--- config.mk ---
export PLATFORM = sky130hd
export DESIGN_NAME = game_controller
export DESIGN_NICKNAME = d
export VERILOG_FILES = /design/src/rtl/game_controller.sv
export SDC_FILE = /design/constraint.sdc
export NUM_CORES = 1
export LEC_CHECK = 0
export CORE_AREA = 2 2 39 41
export CTS_CLUSTER_DIAMETER = 120
export DETAILED_ROUTE_END_ITERATION = 8
export DIE_AREA = 0 0 41 43
export PLACE_DENSITY = 0.72
export SLEW_MARGIN = 15
export SYNTH_ARGS = -nofsm -noshare
export SYNTH_HDL_FRONTEND = slang
export SYNTH_SLANG_ARGS = --single-unit
--- constraint.sdc ---
create_clock -name clock_50 -period 1.4 [get_ports clock_50]
set_input_delay 0.28 -clock clock_50 [delete_from_list [all_inputs] [get_ports clock_50]]
set_output_delay 0.28 -clock clock_50 [all_outputs]
set_load 0.02 [all_outputs]
--- src/rtl/game_controller.sv ---
// Control FSM for the FPGA sequence game: conditions the enter pushbutton and sequences the datapath.
// Optional AUTO_RESTART_EN: leave RESULT automatically after P_RESULT_HOLD cycles.
module game_controller #(
   parameter int P_STATE_W     = 3,
   parameter int P_RESULT_HOLD = 250000000,
   parameter int P_HOLD_W      = 28
) (
   input  logic                 clock_50,
   input  logic                 reset_n,
   input  logic                 enter_n,
   input  logic                 end_fpga,
   input  logic                 end_user,
   input  logic                 end_time,
   input  logic                 win,
   input  logic                 match,
   output logic                 r1,
   output logic                 r2,
   output logic                 e1,
   output logic                 e2,
   output logic                 e3,
   output logic                 e4,
   output logic                 sel,
   output logic                 result_win,
   output logic [P_STATE_W-1:0] state
);

   typedef enum logic [2:0] {
      S_INIT       = 3'd0,
      S_SETUP      = 3'd1,
      S_PLAY_FPGA  = 3'd2,
      S_PLAY_USER  = 3'd3,
      S_CHECK      = 3'd4,
      S_NEXT_ROUND = 3'd5,
      S_RESULT     = 3'd6,
      S_ILLEGAL    = 3'd7
   } state_t;

   state_t r_state;
   state_t w_next;

   logic r_sync1;
   logic r_sync2;
   logic r_sync3;
   logic r_enter_p;
   logic r_result_win;
   logic w_hold_done;

   // Sync flops idle high so the button reads released straight out of reset.
   always_ff @(posedge clock_50 or negedge reset_n) begin
      if (!reset_n) begin
         r_sync1   <= 1'b1;
         r_sync2   <= 1'b1;
         r_sync3   <= 1'b1;
         r_enter_p <= 1'b0;
      end else begin
         r_sync1   <= enter_n;
         r_sync2   <= r_sync1;
         r_sync3   <= r_sync2;
         r_enter_p <= r_sync3 & ~r_sync2;
      end
   end

`ifdef AUTO_RESTART_EN
   logic [P_HOLD_W-1:0] r_hold_cnt;

   // Counts only while staying in RESULT, so it reads 0 on every RESULT entry.
   always_ff @(posedge clock_50 or negedge reset_n) begin
      if (!reset_n) begin
         r_hold_cnt <= '0;
      end else if (r_state == S_RESULT && w_next == S_RESULT) begin
         r_hold_cnt <= r_hold_cnt + 1'b1;
      end else begin
         r_hold_cnt <= '0;
      end
   end

   assign w_hold_done = (r_hold_cnt == P_HOLD_W'(P_RESULT_HOLD - 1));
`else
   logic w_unused_hold;

   assign w_unused_hold = ^(P_HOLD_W'(P_RESULT_HOLD));
   assign w_hold_done   = 1'b0;
`endif

   always_ff @(posedge clock_50 or negedge reset_n) begin
      if (!reset_n) begin
         r_state <= S_INIT;
      end else begin
         r_state <= w_next;
      end
   end

   always_comb begin
      w_next = r_state;
      case (r_state)
         S_INIT:      w_next = S_SETUP;
         S_SETUP:     if (r_enter_p) w_next = S_PLAY_FPGA;
         S_PLAY_FPGA: if (end_fpga) w_next = S_PLAY_USER;
         S_PLAY_USER: begin
            // A timeout wins over a completed entry in the same cycle.
            if (end_time) begin
               w_next = S_RESULT;
            end else if (end_user) begin
               w_next = S_CHECK;
            end
         end
         S_CHECK: begin
            if (match && !win) begin
               w_next = S_NEXT_ROUND;
            end else begin
               w_next = S_RESULT;
            end
         end
         S_NEXT_ROUND: w_next = S_PLAY_FPGA;
         S_RESULT:     if (r_enter_p || w_hold_done) w_next = S_INIT;
         default:      w_next = S_INIT;
      endcase
   end

   always_ff @(posedge clock_50 or negedge reset_n) begin
      if (!reset_n) begin
         r_result_win <= 1'b0;
      end else if (r_state == S_INIT) begin
         r_result_win <= 1'b0;
      end else if (r_state == S_CHECK) begin
         r_result_win <= match & win;
      end
   end

   // Strobes are pure decodes of the state, except e4 which follows the button pulse.
   always_comb begin
      r1  = 1'b0;
      r2  = 1'b0;
      e1  = 1'b0;
      e2  = 1'b0;
      e3  = 1'b0;
      e4  = 1'b0;
      sel = 1'b0;
      case (r_state)
         S_INIT: begin
            r1 = 1'b1;
            r2 = 1'b1;
         end
         S_SETUP: begin
            e1 = 1'b1;
            r2 = 1'b1;
         end
         S_PLAY_FPGA: begin
            e3 = 1'b1;
            r2 = 1'b1;
         end
         S_PLAY_USER: begin
            e2 = 1'b1;
            e4 = r_enter_p;
         end
         S_CHECK: begin
         end
         S_NEXT_ROUND: begin
            e1 = 1'b1;
            r2 = 1'b1;
         end
         S_RESULT: begin
            sel = 1'b1;
         end
         default: begin
            r1 = 1'b1;
            r2 = 1'b1;
         end
      endcase
   end

   assign result_win = r_result_win;
   assign state      = P_STATE_W'(r_state);

endmodule

==> flow_summary.toml, run 1 <==
[outcome]
status = "finished with violations"
violations = "setup timing"

[floorplanning]
die_height_um = 43
rows = 14
core_area_um2 = 1380
boundaryPins = 19
dieArea_um2 = 1760
die_w_um = 41
start_util = 0.321

[critical_path]
worstSetupPathType = "register to output port"
crit_path_cell_trace = "or3_4 > nand2_2 > buf_6"
critPathArrivalTime_ps = 1230
timing.critical_path.max_delay_family = "simple AND/OR/NAND/NOR gates"
r2r_start = "state[2]"
crit_path_max_incr_delay_ps = 430
cp-end-kind = "output port"
r2r_cells = 6
crit_path_start_kind = "register"
cp_slowest_cell = "dfrtp_2"
r2r_end = "state[2]"
worstPathRequired_ps = 1120
cp_max_fo = 5
critPathBufInv = 1
ff2ff_setup_slack_ps = 110

[cts]
clk_pin_slew_ps = 60
clock_latency_ps = 250
cts-root-buf = "clkbuf_4"
cts_buffer_depth = 2
cts_max_level = 1
cts_sinks = 8
cts_hold_buf = 0
cts_tree = "built"
numCtsBuffers = 3

[sta]
timing.final.crit_share = 1.08
fin_ws_ps = -110
slew_violations = 0
hold_violations = 0
finalSetupViolCount = 6
fin_setup_tns_ps = -546
fin_skew_ps = 5.71
rsz0062_at_grt = "true"
worst_pin_slew_ps = 351
min_period_ps = 1510
fmax_mhz = 662
slew_headroom = 0.765

[detailed_routing]
top_layer = "met3"
via_count = 479
wl_met1_um = 398
drcViolationCount = 0
wl_met3_um = 52
ant_nets = 0
drt_iter0_drc = 11
vias_per_cell = 4.65
wire_per_inst_um = 10.3
wirelength_um = 1060
drt-pass1-iter-count = 4
dr_wl_met2_um = 611

[yosys]
ys_seq_area_frac = 0.459
yosys_register_bits = 8
synthCells = 51
yosys-top-cells-area = "dfrtp_1 (28%), dfstp_2 (18%), nor2_1 (5.9%), nand2_1 (4.2%), nor2b_1 (4.2%)"
avgSynthCellArea_um2 = 8.71
yosysTopAreaCellShare = 0.282
ys.flop_type = "dfrtp_1"
synth_edf_count = 0
synth_nets = 59
ys_types = 25
synthesis.area_um2 = 444
async_reset_ff_frac = 1.00
yosys.area.top_type = "dfrtp_1"
ys.warnings.count = 0

[placement]
dpl.hpwl_um = 802
gp_congestion = 0.793
dpl_cell_area_um2 = 729
port-buffer-count = 18
place_inst = 94

[finish]
syn2layout_area_growth_pct = 82.8
final_cells = 103
diodes = 0
nets = 96
final_cell_area_um2 = 812
layout-drive-gt1-share = 0.529

[min_path]
holdCritPathClass = "input pin to async pin"

[run]
cap_violations = 0

[grt]
grt_pass1_wl_um = 1800
antenna_found_initial = 0
grt_pass1_vias = 445
grt_max_degree = 11
overflow = 0
grt_usage = 0.148

[power_and_ir_drop]
ir_drop_mv = 0.649
power_leakage_nw = 0.391
power_w = 0.00181
powerDensity_nw_per_um2 = 2230
[sequential cells by signal, indices dropped and copies added (netlist names)]
| signal | count |
|---|---|
| r_sync2 | 1 |
| state | 3 |
| r_enter_p | 1 |
| result_win | 1 |
| r_sync1 | 1 |
| r_sync3 | 1 |
[stage by stage]
stage	setup WS, ps	hold WS, ps	util
after floorplan	-33.8	-15.6	-
after global placement	-299	346	0.527
after detailed placement	-320	350	0.527
after CTS	-119	308	0.566
after global routing	-174	307	0.587
final	-110	305	0.587
[synth_stat cells (all sizes together), types with 2 or more instances]
cell type	number
nor2	7
nor2b	3
nand3	3
inv	4
dfrtp	5
dfstp	3
nand2	5
a21oi	2
o21ai	5
buf	3
[worst register-to-register path, delay by kind of cell, from the launching register on]
kind | cells | cell delay [ps]
flops | 1 | 400
buf+inv | 3 | 360
simple gates | 2 | 340
compound gates | 1 | 120
[cell families after synthesis]
kind of cell | Yosys count | share of synthesized area
and+or+nand+nor | 24 | 0.270
DFF | 8 | 0.459
AOI/OAI and AO/OA | 11 | 0.172
buffers and inverters | 8 | 0.0986
[final cells by class]
cell class / instances / area, um^2
timing repair buffer: 36 / 312
inverter: 4 / 15.0
clock buffer: 4 / 26.3
sequential: 8 / 205
tap: 16 / 20.0
fill: 130 / 572
multi-input combinational: 35 / 234
[what timing repair did]
item | CTS | global route
pin swaps | 2 | 1
endpoints found under the setup margin | 11 | 10
setup buffers | 3 | 2
hold endpoints to repair | 0 | 0
gates resized for setup | 45 | 8
[where the power goes]
group / switching (W) / leakage (nW) / total, W / internal (W)
logic: 0.000601 / 0.284 / 0.00128 / 0.000680
clock network: 0.0000723 / 0.0150 / 0.000181 / 0.000109
registers: 0.0000526 / 0.0926 / 0.000350 / 0.000297
total: 0.000726 / 0.391 / 0.00181 / 0.00109
[metal layers]
| metal | vias to the layer above | track usage |
|---|---|---|
| met2 | 17 | 0.253 |
| li1 | 241 | - |
| met1 | 221 | 0.165 |
| met5 | - | 0 |
| met4 | 0 | 0.0400 |
| met3 | 0 | 0.0471 |
[worst max-delay path by stage]
stage | from | end | slack (ps) | depth (start not counted)
6_report | state[0] | r1 | -110 | 3
3_3_place_gp | state[2] | r1 | -300 | 3
3_5_place_dp | state[2] | r1 | -320 | 3
4_1_cts | state[2] | r1 | -120 | 3
5_1_grt | state[2] | e3 | -170 | 4
2_1_floorplan | state[2] | sel | -30 | 3
[placed cells by master, fill, tap and decap left out, types with 2 or more instances in the layout]
cell             Yosys  final
nand2_1              5      3
nand3_1              3      3
nor2_1               7      6
clkdlybuf4s50_1      0      7
o21ai_0              3      3
dfstp_2              3      3
dfrtp_1              5      4
buf_4                1     18
dlygate4sd2_1        0      2
clkbuf_4             0      3
inv_1                4      3
nand2_2              0      2
buf_6                1      6
a21oi_1              2      2
(Power assumes the default switching activity.)
==> inputs of run 2 (changes only) <==
--- a/config.mk
+++ b/config.mk
@@ -9,7 +9,7 @@
 export CTS_CLUSTER_DIAMETER = 120
 export DETAILED_ROUTE_END_ITERATION = 8
 export DIE_AREA = 0 0 41 43
-export PLACE_DENSITY = 0.72
+export PLACE_DENSITY = 0.69
 export SLEW_MARGIN = 15
 export SYNTH_ARGS = -nofsm -noshare
 export SYNTH_HDL_FRONTEND = slang
==> constraint.sdc (replaced) <==
create_clock -name clock_50 -period 1.55 [get_ports clock_50]
set_input_delay 0.31 -clock clock_50 [delete_from_list [all_inputs] [get_ports clock_50]]
set_output_delay 0.31 -clock clock_50 [all_outputs]
set_load 0.02 [all_outputs]
==> flow_summary.toml, run 2 (synthesis results as in run 1) <==
[outcome]
status = "finished with violations"
violations = "setup timing"

[min_path]
holdCritPathClass = "input pin to async pin"

[sta]
timing.final.crit_share = 1.00
fin_setup_tns_ps = -4.52
worst_pin_slew_ps = 355
rsz0062_at_grt = "true"
slew_violations = 0
min_period_ps = 1550
finalSetupViolCount = 1
fin_ws_ps = -4.52
hold_violations = 0
slew_headroom = 0.762
fmax_mhz = 643
fin_skew_ps = 9.49

[power_and_ir_drop]
pwr-share-seq = 0.205
power_w = 0.00157
p_sw_w = 0.000647
pwr-share-clk = 0.110
ir_drop_mv = 0.963
p_int_w = 0.000928
pwr-share-comb = 0.684
power_leakage_nw = 0.379
powerDensity_nw_per_um2 = 2070
sw_frac_of_total = 0.411

[detailed_routing]
drt-pass1-iter-count = 4
drcViolationCount = 0
ant_nets = 0
vias_per_cell = 4.68
drt_iter0_drc = 8
wirelength_um = 1040
wire_per_inst_um = 10.6
via_count = 459

[run]
cap_violations = 0

[finish]
layout-drive-gt1-share = 0.463
largest_register_ffs = 3
utilization = 0.551
final_cell_mix = "buf_4 (13), clkdlybuf4s50_1 (7), nor2_1 (6), buf_6 (6)"
final_common_cell = "buf_4"
nets = 91
syn2layout_area_growth_pct = 71.5
final_cell_area_um2 = 762
final_cells = 98
diodes = 0

[placement]
place_inst = 89
port-buffer-count = 18
dpl.hpwl_um = 791
gp_congestion = 0.741
dpl_cell_area_um2 = 688

[cts]
cts_max_level = 1
cts_sinks = 8
clock_latency_ps = 260
numCtsBuffers = 3
clk_pin_slew_ps = 60
cts-root-buf = "clkbuf_4"
cts_hold_buf = 0
cts_buffer_depth = 2
cts_tree = "built"

[floorplanning]
core_area_um2 = 1380
dieArea_um2 = 1760
die_height_um = 43
rows = 14
boundaryPins = 19
die_w_um = 41
start_util = 0.321

[critical_path]
crit_path_start_kind = "register"
cp-end-kind = "output port"
cp_max_fo = 4
worstSetupStartpoint = "state[2]"
r2r_start = "state[1]"
critPathArrivalTime_ps = 1240
worstPathRequired_ps = 1240
worstSetupPathType = "register to output port"

[grt]
grt_pass1_vias = 441
grt_max_degree = 13
antenna_found_initial = 0
grt_usage = 0.147
overflow = 0
grt_pass1_wl_um = 1780
[run 2: final timing paths]
check,endpoint,slack (ps),cells past startpoint
max,r2,-5,5
max in group asynchronous,r_sync1,910,1
min in group clock_50,r_sync2,350,0
min,state[1],320,1
max reg2reg,state[1],350,5
min reg2reg,r_sync2,350,0
[run 2: per-layer routing]
layer | vias up | GRT usage | wire, um
met1 | 214 | 0.180 | 413
met5 | - | 0 | 0
met3 | 2 | 0.0314 | 52
li1 | 230 | - | -
met2 | 13 | 0.238 | 561
met4 | 0 | 0.0600 | 13
[run 2: power by group through the flow]
stage	sequential (W)	combinational [W]	clock, W
finish	0.000323	0.00108	0.000174
global route	0.000332	0.00118	0.000193
CTS	0.000315	0.000987	0.000175
detailed placement	0.000320	0.000996	0
global placement	0.000315	0.000988	0
floorplan	0.000360	0.000530	0
[run 2: timing repair]
item                                    4_1_cts  5_1_grt
cloned                                        0        0
endpoints found under the setup margin       10        9
setup buffers                                 3        2
pin swaps                                     0        1
gates resized for setup                      36       16
hold endpoints to repair                      0        0
[run 2: cell type report]
cell class | instances | area [um^2]
inverter | 4 | 15.0
tap | 16 | 20.0
sequential | 8 | 205
timing repair buffer | 31 | 272
clock buffer | 4 | 26.3
fill | 140 | 622
multi-input combinational | 35 | 224
[run 2: worst max-delay path, stage by stage (launching register included)]
cell	delay (ps)
dfrtp_1	410
and2b_4	270
nand2_2	60
inv_2	80
nor2_4	40
buf_6	120
[run 2: metrics by stage]
step,worst slack (ps),hold WS [ps]
6_report,-4.52,323
5_1_grt,-56.2,348
4_1_cts,-45.0,331
3_5_place_dp,-222,348
3_3_place_gp,-196,347
2_1_floorplan,23.4,14.4
